==> config.mk <==
export PLATFORM = sky130hd
export DESIGN_NAME = multibyte_add_seq
export DESIGN_NICKNAME = d
export VERILOG_FILES = /design/src/rtl/multibyte_add_seq.sv
export SDC_FILE = /design/constraint.sdc
export NUM_CORES = 1
export LEC_CHECK = 0
export CAP_MARGIN = 20
export CELL_PAD_IN_SITES_DETAIL_PLACEMENT = 0
export CELL_PAD_IN_SITES_GLOBAL_PLACEMENT = 1
export CORE_MARGIN = 2
export CORE_UTILIZATION = 40
export DETAILED_ROUTE_END_ITERATION = 8
export DONT_BUFFER_PORTS = 1
export PLACE_DENSITY_LB_ADDON = 0.1
export SYNTH_ARGS = -nofsm -noshare
export SYNTH_HDL_FRONTEND = slang
export SYNTH_SLANG_ARGS = --single-unit
==> constraint.sdc <==
create_clock -name clk -period 4.4 [get_ports clk]
set_input_delay 1.32 -clock clk [delete_from_list [all_inputs] [get_ports clk]]
set_output_delay 1.32 -clock clk [all_outputs]
set_load 0.01 [all_outputs]
==> src/rtl/multibyte_add_seq.sv <==
// multibyte_add_seq: N-byte add built by stepping one external 8-bit adder LSB-first.
// Optional subtract mode (A-B via ~B and carry-in 1) is enabled by defining SUBTRACT_EN.
module multibyte_add_seq #(
  parameter int NBYTES = 4,
  localparam int W  = 8 * NBYTES,
  localparam int IW = (NBYTES > 1) ? $clog2(NBYTES) : 1
) (
  input  logic         clk,
  input  logic         rst_n,
  input  logic         start,
  input  logic [W-1:0] op_a,
  input  logic [W-1:0] op_b,
  input  logic         cin,
`ifdef SUBTRACT_EN
  input  logic         sub,
`endif
  output logic         busy,
  output logic         done,
  output logic [W-1:0] result,
  output logic         cout,
  output logic         ov,
  output logic [7:0]   add_a,
  output logic [7:0]   add_b,
  output logic         add_cin,
  input  logic [7:0]   add_sum,
  input  logic         add_cout,
  input  logic         add_ov,
  output logic [1:0]   dbg_state
);

  // Handshake: start is taken only on an edge where the FSM is IDLE; busy covers RUN and
  // DONE, and done pulses for one cycle when result/cout/ov become valid (held until next start).
  typedef enum logic [1:0] {
    IDLE = 2'd0,
    RUN  = 2'd1,
    DONE = 2'd2
  } state_t;

  state_t         state_q, state_d;
  logic [W-1:0]   a_r, b_r;
  logic [IW-1:0]  idx_q;
  logic           carry_q;
  logic           last_byte;
  logic [W-1:0]   b_load;
  logic           carry_load;

  assign last_byte = (idx_q == IW'(NBYTES - 1));
  assign dbg_state = state_q;

`ifdef SUBTRACT_EN
  assign b_load     = sub ? ~op_b : op_b;
  assign carry_load = sub ? 1'b1 : cin;
`else
  assign b_load     = op_b;
  assign carry_load = cin;
`endif

  always_ff @(posedge clk or negedge rst_n) begin
    if (!rst_n) state_q <= IDLE;
    else        state_q <= state_d;
  end

  always_comb begin
    state_d = state_q;
    busy    = 1'b0;
    done    = 1'b0;
    add_a   = 8'h00;
    add_b   = 8'h00;
    add_cin = 1'b0;
    case (state_q)
      IDLE: if (start) state_d = RUN;
      RUN: begin
        busy    = 1'b1;
        add_a   = a_r[{idx_q, 3'b000} +: 8];
        add_b   = b_r[{idx_q, 3'b000} +: 8];
        add_cin = carry_q;
        if (last_byte) state_d = DONE;
      end
      DONE: begin
        busy    = 1'b1;
        done    = 1'b1;
        state_d = IDLE;
      end
      default: state_d = IDLE;
    endcase
  end

  // Datapath: one sum byte per RUN cycle; only the MSB byte's cout/ov reach the outputs.
  always_ff @(posedge clk or negedge rst_n) begin
    if (!rst_n) begin
      a_r     <= '0;
      b_r     <= '0;
      idx_q   <= '0;
      carry_q <= 1'b0;
      result  <= '0;
      cout    <= 1'b0;
      ov      <= 1'b0;
    end else begin
      case (state_q)
        IDLE: begin
          if (start) begin
            a_r     <= op_a;
            b_r     <= b_load;
            carry_q <= carry_load;
            idx_q   <= '0;
            result  <= '0;
          end
        end
        RUN: begin
          result[{idx_q, 3'b000} +: 8] <= add_sum;
          carry_q <= add_cout;
          if (last_byte) begin
            cout <= add_cout;
            ov   <= add_ov;
          end else begin
            idx_q <= idx_q + IW'(1);
          end
        end
        default: ;
      endcase
    end
  end

endmodule

==> summary.txt, run 1 <==
Status
  – Outcome: completed

STA
  – Least-Margin Pin Slew: around 0.87 ns
  – Final setup TNS: 0 ns
  – RSZ-0062 raised after global routing: false
  – Hold Vio Cnt, Final: 0
  – Final period util: about three quarters
  – Setup-failing EPs final: 0
  – FMAX: approximately 0.31 GHz
  – Worst rel slew slack: about two fifths
  – Final min period: between 3 and 4 ns
  – Hold WS: 0.500 ns
  – Slew Limit Fails: 0
  – Fin Clk Skew: 0.00284 ns

Global route
  – GRT Util Overall: about 16%
  – Pin count of the biggest net entering global routing: roughly 100
  – Initial antenna violation count: 1
  – First-pass GRT wire length: about 16000 um
  – Vias in the first global route: roughly 2900
  – Overflow after GRT: 0

Setup path
  – Crit-path cells: inv_1 -> ha_1 -> and2_1
  – Crit Path Category: register to output pin
  – Reg-to-reg setup timing slack: approximately 1.5 ns
  – Critical Path RT: slightly above 3 ns
  – Reg2reg path depth: 5
  – Slowest stage delay, CP: roughly 0.73 ns
  – Critical R2R Capture: result[1]
  – Worst setup EP type: output pin
  – Worst R2R Start: dbg_state[1]
  – Worst EP arrival: around 2.0 ns
  – Critical path's slowest cell: ha_1
  – Critical Path Start Type: register
  – Worst-path fanout max: 25

Yosys
  – Post-synthesis mux area share: around 25%
  – #FFs+latches synth: around 100
  – Sequential element share of the synthesized area: a little over half
  – Post-synth net total: between 400 and 500
  – Main combinational cell family by area after synthesis: multiplexers
  – Post-Synthesis Cells: between 300 and 400
  – Synthesized area per cell: 13.9 sq um
  – Xor and xnor fraction of the mapped netlist area: 0%
  – Cell variety after synth: 33
  – Compound-Gate Fraction of Synth Area: just under 7%
  – Simple-Gate Fraction of Synth Area: approximately 8.1%
  – Synth warnings: 0
  – Cell area after synthesis: around 0.0048 sq mm
  – Area share of fa/ha/maj cells after synthesis: under 10%

Final layout
  – Antenna cells: 0
  – Layout cells sized above 1: around a third
  – Layout net count: around 430
  – Synth-to-layout area growth: 8.64%

Detailed routing
  – Initial DRC Count: between 150 and 200
  – Post-route ant nets: 0
  – DRC: 0
  – Drt total wl: between 10000 and 15000 um
  – Via count: 2697
  – Vias per cell: 5.55
  – Drt pass-1 iters: 4
  – WL per Instance: approximately 21 um

Job
  – Max-cap violations: 0

Clocking
  – Post-CTS sizing: 0
  – Maximum buffer depth of the clock tree: 2
  – Clk_lat worst skew: ~0.35 ns
  – CTS tree: done
  – CTS Sinks: between 100 and 150
  – Setup Fix Bufs, Post-CTS: 0
  – Clock buffer count from CTS: 9
  – # hold bufs at CTS: 0
  – CTS root buffer: clkbuf_16
  – Clock-pin slew of the registers on the worst-case setup and hold paths: 0.06 ns
  – H-tree depth: 3

Floorplanning
  – Starting Density: 41.5%
  – Die area: 0.0128 sq mm
  – Die height: 113 um
  – Die Width: 113 um
  – Core area: 0.0115 sq mm
  – I/O pin cnt: between 100 and 150
  – Row cnt: 39

Min path
  – Hold Crit Depth: 1
  – Worst hold start: a_r[19]
  – Hold EP: a_r[19]
  – Hold crit path type: register to register

Placement
  – Gpl congestion: 0.763
  – DP HPWL: just under 7000 um
  – IO Port Bufs: 0

Pwr
  – Peak supply drop: roughly 0.4 mV
  – PD cells: slightly below 800 mW/mm^2
  – Leakage: around 0.0022 uW
## metrics by stage
step	area [sq um]	cells	worst slack [ns]	power [uW]	utilization (%)
2_1_floorplan	4780	344	1.71	2920	-
3_3_place_gp	4880	470	1.50	3200	42.4
3_5_place_dp	4880	470	1.43	3240	42.4
4_1_cts	5190	486	1.03	4060	45.1
5_1_grt	5190	486	0.896	4290	45.1
6_report	5190	486	1.13	3990	45.1
## power by group
group | internal, uW | switching, uW | total, uW
Combinational | 815 | 806 | 1620
Sequential | 1330 | 236 | 1560
Clock | 463 | 343 | 806
Total | 2600 | 1390 | 3990
## state kept, by name, indices dropped and copies added, names as in the netlist
signal / cells
b_r: 32
idx_q: 2
dbg_state: 2
cout: 1
a_r: 32
ov: 1
result: 32
carry_q: 1
## routing by layer
metal | global-route usage (%) | wire length [um] | part of all wire (%)
met5 | 0 | 16 | 0.16
met4 | 4.63 | 136 | 1.3
met3 | 8.30 | 819 | 8.1
met2 | 25.3 | 4860 | 48
met1 | 20.7 | 4250 | 42
## worst max-delay path: cells and delay by family (launching register included)
family,cells,cell delay [ns]
buf+inv,1,0.12
flops,1,0.44
fa+ha+maj,1,0.73
simple gates,1,0.30
## how the worst max path moves through the flow
stage                       from  endpoint  slack [ns]  cells past startpoint
finish              dbg_state[1]  add_a[5]        1.13                      3
global route        dbg_state[1]  add_a[0]        0.90                      3
CTS                 dbg_state[1]  add_a[5]        1.03                      3
detailed placement  dbg_state[1]  add_a[5]        1.43                      3
global placement    dbg_state[1]  add_a[2]        1.50                      3
floorplan           dbg_state[1]  add_a[0]        1.71                      5
## cell usage after synthesis, drive strengths merged
| cell type | instances | area (sq um) |
|---|---|---|
| mux2i | 8 | 80.1 |
| and4bb | 1 | 12.5 |
| o2bb2ai | 24 | 260 |
| clkbuf | 5 | 18.8 |
| mux2 | 68 | 766 |
| nor2b | 2 | 12.5 |
| and2 | 18 | 113 |
| nor2 | 2 | 7.51 |
| buf | 17 | 93.8 |
| or2b | 3 | 22.5 |
| nor3 | 1 | 5.00 |
| a21oi | 3 | 15.0 |
| nand3b | 1 | 7.51 |
| o21a | 1 | 7.51 |
| o22ai | 3 | 18.8 |
| or4 | 1 | 11.3 |
| mux4 | 16 | 360 |
| o21ai | 1 | 5.00 |
| nand2b | 1 | 6.26 |
| and3b | 1 | 8.76 |
| nand3 | 25 | 125 |
| nand2 | 14 | 55.1 |
| inv | 13 | 48.8 |
| a211oi | 1 | 7.51 |
| a22oi | 1 | 7.51 |
| dfrtp | 103 | 2580 |
| ha | 10 | 125 |
## kinds of logic (layout without fill, tap and decap cells)
| kind of cell | after synthesis | in the layout |
|---|---|---|
| muxes | 92 | 92 |
| and+or+nand+nor | 70 | 70 |
| AOI/OAI and AO/OA | 34 | 34 |
| buffers and inverters | 35 | 34 |
| adders and majority gates | 10 | 10 |
| DFF | 103 | 103 |
## final cells by class
cell class                      instances  area [sq um]
Clock buffer                           15           298
Clock inverter                          1          8.76
Fill cell                            1063          6320
Inverter                               13          48.8
Multi-Input combinational cell        206          2040
Sequential cell                       103          2580
Tap cell                              143           179
Timing Repair Buffer                    5          37.5
## layout by cell type, fill, tap and decap left out, drive strengths merged
cell,netlist,layout
a211oi,1,1
a21oi,3,3
a22oi,1,1
and2,18,18
and3b,1,1
and4bb,1,1
buf,17,5
clkbuf,5,15
clkinv,0,1
dfrtp,103,103
ha,10,10
inv,13,13
mux2,68,68
mux2i,8,8
mux4,16,16
nand2,14,14
nand2b,1,1
nand3,25,25
nand3b,1,1
nor2,2,2
nor2b,2,2
nor3,1,1
o21a,1,1
o21ai,1,1
o22ai,3,3
o2bb2ai,24,24
or2b,3,3
or4,1,1
Power figures use the tool's default switching activity.
==> run 2: changes to the inputs <==
==> constraint.sdc (replaced) <==
create_clock -name clk -period 3.33 [get_ports clk]
set_input_delay 0.999 -clock clk [delete_from_list [all_inputs] [get_ports clk]]
set_output_delay 0.999 -clock clk [all_outputs]
set_load 0.01 [all_outputs]
==> run 2 against run 1 <==
Register-to-register slack worse by 0.49 ns. Final area up 1.4%. Global-route usage about the same. First-iteration DRC count down 17%. Total power up 37%. Largest cell class unchanged. Critical path depth unchanged. Die area unchanged. Cell count unchanged. Critical endpoint is now add_a[6]. Setup slack worse by 0.58 ns. Core utilization up 0.65 points. Routed wire length up 0.70%.
==> summary.txt, run 2 (synthesis results as in run 1) <==
STA
  – Hold Vio Cnt, Final: 0 (unchanged)
  – Fin Clk Skew: 0.00560 ns (was 0.00284 ns)
  – Final setup TNS: 0 ns (unchanged)
  – FMAX: around 0.36 GHz
  – Worst rel slew slack: 66.7% (was 42.0%)
  – Least-Margin Pin Slew: 0.499 ns (was 0.871 ns)
  – Final min period: 2.79 ns
  – RSZ-0062 raised after global routing: false (unchanged)
  – Setup-failing EPs final: 0 (unchanged)
  – Slew Limit Fails: 0 (unchanged)
  – Final period util: 83.6%

Min path
  – Hold crit path type: primary input to asynchronous set/reset pin (was register to register)

Clocking
  – CTS root buffer: clkbuf_16 (unchanged)
  – Maximum buffer depth of the clock tree: 2 (unchanged)
  – Setup Fix Bufs, Post-CTS: 0 (unchanged)
  – # hold bufs at CTS: 0 (unchanged)
  – H-tree depth: 3 (unchanged)
  – CTS Sinks: 103 (unchanged)
  – Clk_lat worst skew: 0.35 ns (about the same)
  – CTS tree: done (unchanged)
  – Clock buffer count from CTS: 9 (unchanged)
  – Clock-pin slew of the registers on the worst-case setup and hold paths: 0.07 ns (was 0.06 ns)
  – Post-CTS sizing: 0 (unchanged)

Status
  – Outcome: completed (unchanged)

Pwr
  – Int Power: 3630 uW (was 2600 uW)
  – Reg power frac: 37.6% (was 39.1%)
  – Net load switching power: 1850 uW (was 1390 uW)
  – Sw Share: 33.7% (was 34.7%)
  – Leakage: 0.00219 uW (was 0.00216 uW)
  – Total power: 5470 uW (was 3990 uW)
  – Clk network pwr share: 22.7% (was 20.2%)
  – PD cells: 1040 mW/mm^2 (was 768 mW/mm^2)
  – Peak supply drop: 0.528 mV (was 0.391 mV)
  – Part of the power in combinational logic: 39.8% (was 40.6%)

Final layout
  – Reg area: 0.00258 sq mm (unchanged)
  – Synth-to-layout area growth: 10.2% (was 8.64%)
  – Most common cell after layout, fill and taps aside: dfrtp_1 (unchanged)
  – Biggest regs: a_r (32), b_r (32), result (32) (unchanged)
  – Layout net count: 426 (unchanged)
  – Antenna cells: 0 (unchanged)
  – Fill count: 1052 (was 1063)
  – Layout cells sized above 1: 34.4% (was 34.1%)
  – Most frequent cells in the layout: dfrtp_1, mux2_2, nand3_1 (unchanged)
  – Area of the multi-input gates: 0.00204 sq mm (unchanged)

Floorplanning
  – Starting Density: 41.5% (unchanged)
  – Die height: 113 um (unchanged)
  – Die Width: 113 um (unchanged)
  – Row cnt: 39 (unchanged)
  – Core area: 0.0115 sq mm (unchanged)
  – Die area: 0.0128 sq mm (unchanged)
  – I/O pin cnt: 133 (unchanged)

Job
  – Max-cap violations: 0 (unchanged)

Setup path
  – Critical Path Start Type: register (unchanged)
  – Worst EP arrival: 1.79 ns (was 1.95 ns)
  – Critical Path RT: 2.33 ns (was 3.08 ns)
  – Reg-to-reg setup timing slack: 1.05 ns (was 1.54 ns)
  – Worst setup EP type: output pin (unchanged)
  – Worst-path fanout max: 20 (was 25)
  – Reg2reg path depth: 6 (was 5)
  – Worst R2R Start: dbg_state[1] (unchanged)
  – Crit Path Category: register to output pin (unchanged)
  – Critical R2R Capture: result[4] (was result[1])

Global route
  – GRT Util Overall: 16.5% (about the same)
  – Overflow after GRT: 0 (unchanged)
  – Pin count of the biggest net entering global routing: 104 (unchanged)
  – Vias in the first global route: 2930 (was 2904)
  – First-pass GRT wire length: 16100 um (about the same)
  – Initial antenna violation count: 0 (was 1)

Detailed routing
  – DRC: 0 (unchanged)
  – Vias per cell: 5.66 (was 5.55)
  – Post-route ant nets: 0 (unchanged)
  – Initial DRC Count: 140 (was 169)
  – Drt pass-1 iters: 6 (was 4)
  – WL per Instance: 20.9 um (was 20.8 um)
  – Drt total wl: 10200 um (was 10100 um)
  – Via count: 2749 (was 2697)

Placement
  – Gpl congestion: 0.783 (was 0.763)
  – DP HPWL: 6860 um (was 6840 um)
  – IO Port Bufs: 0 (unchanged)
run 2: cell types whose count changed in the layout (fill, tap and decap cells not counted):
cell	before	now
bufinv_16	0	3
clkbuf_8	5	2
buf_12	0	2
buf_4	5	3
clkbuf_1	1	0
clkinv_2	0	1
run 2: worst max path at each step:
stage | startpoint | endpoint | slack, ns | cells past startpoint
final | idx_q[0] | add_a[6] | 0.54 | 3
after global routing | idx_q[0] | add_b[6] | 0.44 | 3
after CTS | idx_q[0] | add_a[6] | 0.51 | 3
after detailed placement | idx_q[0] | add_b[6] | 0.91 | 3
after global placement | idx_q[0] | add_a[6] | 0.92 | 3
after floorplan | dbg_state[1] | add_a[0] | 0.97 | 5
run 2: metrics by stage:
stage	hold slack, ns	area, sq um	std cells	setup WS [ns]	util [%]
after detailed placement	0.489	4910	470	0.909	42.6
after global placement	0.482	4910	470	0.922	42.6
after floorplan	0.474	4780	344	0.965	-
after CTS	0.323	5270	486	0.508	45.7
after global routing	0.318	5270	486	0.440	45.7
final	0.336	5270	486	0.545	45.7
run 2: cell type report:
cell class              count  share of cell area, %
clock inverters             5                   1.97
multi-input cells         206                   38.8
inverters                  13                  0.927
repair buffers              5                   1.19
clock buffers              11                   4.80
well taps                 143                   3.40
flip-flops and latches    103                   48.9
run 2: routing by layer:
metal	global-route usage (%)	part of all wire [%]	wire length, um
met1	19.0	40	4110
met3	7.55	8.4	850
met4	7.07	2.0	200
met5	0	0	0
met2	26.6	49	5000
run 2: power by group through the flow:
stage / logic [uW] / clock network (uW) / registers (uW)
2_1_floorplan: 1870 / 0 / 1980
3_3_place_gp: 2180 / 0 / 2080
3_5_place_dp: 2210 / 0 / 2090
4_1_cts: 2220 / 1280 / 2070
5_1_grt: 2400 / 1320 / 2120
6_report: 2180 / 1240 / 2060
run 2: critical path: stages, from the launching register on:
cell	delay, ns
dfrtp_1	0.46
buf_12	0.24
mux4_2	0.52
and2_1	0.21
==> RTL edit (flow settings as in run 1) <==
Change the parameter `NBYTES` from 4 to 2.
--- a/src/rtl/multibyte_add_seq.sv
+++ b/src/rtl/multibyte_add_seq.sv
@@ -2,5 +2,5 @@
 // Optional subtract mode (A-B via ~B and carry-in 1) is enabled by defining SUBTRACT_EN.
 module multibyte_add_seq #(
-  parameter int NBYTES = 4,
+  parameter int NBYTES = 2,
   localparam int W  = 8 * NBYTES,
   localparam int IW = (NBYTES > 1) ? $clog2(NBYTES) : 1
Ports: changed (resized op_a, op_b and result); port bits go from 133 to 85. The function was not compared with the original's and may differ.
==> RTL edit against run 1 <==
  * Area after synthesis decreased by 46%
  * Wire length decreased by 48%
  * Core utilization decreased by 2.2 points
  * Cell area decreased by 48%
  * Sequential cell count decreased by 49
  * Worst hold slack improved by 0.011 ns
  * Die area decreased by 45%
  * Power decreased by 50%
  * Setup slack improved by 0.11 ns
  * Critical endpoint is now add_b[1]
  * Highest routed layer is now met4
==> RTL edit: results (changes against run 1) <==
| Metric | Value |
|---|---|
| Worst R2R Setup Slack | `2.29 ns (+0.75 ns)` |
| Worst Min Path Start | `b_r[11]` |
| GRT Util Overall | `15.6% (-0.87 points)` |
| Post-synthesis cell type count | `23 (-30%)` |
| Layout cells sized above 1 | `21.8% (-12 points)` |
| Sequential Area | `0.00135 sq mm (-48%)` |
| Hold_ws | `0.510 ns (+0.0105 ns)` |
| First-pass GRT wire length | `8.81 mm (-45%)` |
| Hold endpoint | `b_r[11]` |
| Metal3 WL | `395 microns (-52%)` |
| Clock skew | `0.00837 ns (+0.00553 ns)` |
| DP Wirelength | `3.71 mm (-46%)` |
| Clock Latency Late Sink | `0.30 ns (-0.05 ns)` |
| DR vias/cell | `5.47 (-1.4%)` |
| Non-clk bufs | `1 (-4)` |
| Nets@finish | `261 (-39%)` |
| Inverters | `11 (-2)` |
| FF+latch count, synth | `54 (-48%)` |
| Pleak | `1.16 nW (-46%)` |
| Initial DRC count | `62 (-63%)` |
| Metal2 WL | `2.79 mm (-43%)` |
| Outcome | `complete, no violations` |
| H-tree Lvls | `2 (-1)` |
| Clock-cell share of area | `3.20% (-2.7 points)` |
| Multi-input combinational cell area | `0.00111 sq mm (-46%)` |
| Dpl ws | `1.51 ns (+0.0864 ns)` |
| Max FO, Critical Path | `19 (-24%)` |
| R2r endpoint | `dbg_state[0]` |
| Routability Congestion | `0.771 (+1.1%)` |
| Met1 wire length | `2.04 mm (-52%)` |
| Buffer share of cell area | `0.279% (-0.44 points)` |
| #MultiIn Comb | `137 (-33%)` |
| Least-Margin Pin Slew | `0.746 ns (-0.125 ns)` |
| Synth cell count leaders | `dfrtp_1 (54), mux2_2 (34), nor2b_1 (24)` |
| Clock buffers | `6 (-9)` |
| Max rail drop VDD | `0.000294 V (-25%)` |
| Uppermost layer routed | `met4` |
[RTL edit: critical path, stage by stage, from the launching register on]
cell	delay, ns
dfrtp_1	0.45
inv_1	0.15
ha_1	0.60
nor2b_1	0.34
[RTL edit: report_power, final]
part	switching, mW	internal [mW]	total (mW)
clock	0.155	0.113	0.268
combinational	0.407	0.387	0.794
sequential	0.201	0.721	0.922
[RTL edit: worst max-delay path by stage]
stage / startpoint / end / slack (ns) / depth (start not counted)
2_1_floorplan: dbg_state[1] / add_a[0] / 1.72 / 5
3_3_place_gp: dbg_state[1] / add_a[5] / 1.61 / 3
3_5_place_dp: dbg_state[1] / add_b[1] / 1.51 / 3
4_1_cts: dbg_state[1] / add_b[1] / 1.17 / 3
5_1_grt: dbg_state[1] / add_b[1] / 1.10 / 3
6_report: dbg_state[1] / add_b[1] / 1.24 / 3
[RTL edit: metal layers]
metal  global-route usage, %  vias up
li1                        -      731
met1                    18.2      779
met5                       0        -
met2                    27.4       64
met4                    4.40        0
met3                    5.31        2
[RTL edit: per-stage QoR]
| step | cell area, sq um | utilization, % | total power, mW | cells |
|---|---|---|---|---|
| final | 2690 | 42.9 | 1.98 | 288 |
| after global routing | 2690 | 42.9 | 2.15 | 288 |
| after CTS | 2690 | 42.9 | 2.02 | 288 |
| after detailed placement | 2610 | 41.5 | 1.75 | 280 |
| after global placement | 2610 | 41.5 | 1.69 | 280 |
| after floorplan | 2580 | - | 1.58 | 216 |
[RTL edit: cells by family (layout without fill, tap and decap cells)]
kind of cell,count (synthesis),after routing,synth area share [%]
multiplexers,53,53,22.5
buffers and inverters,25,20,4.51
flip-flops,54,54,52.4
AO/OA/AOI/OAI,33,33,7.04
adder cells (fa/ha/maj),5,5,2.43
AND/OR/NAND/NOR,46,46,11.1
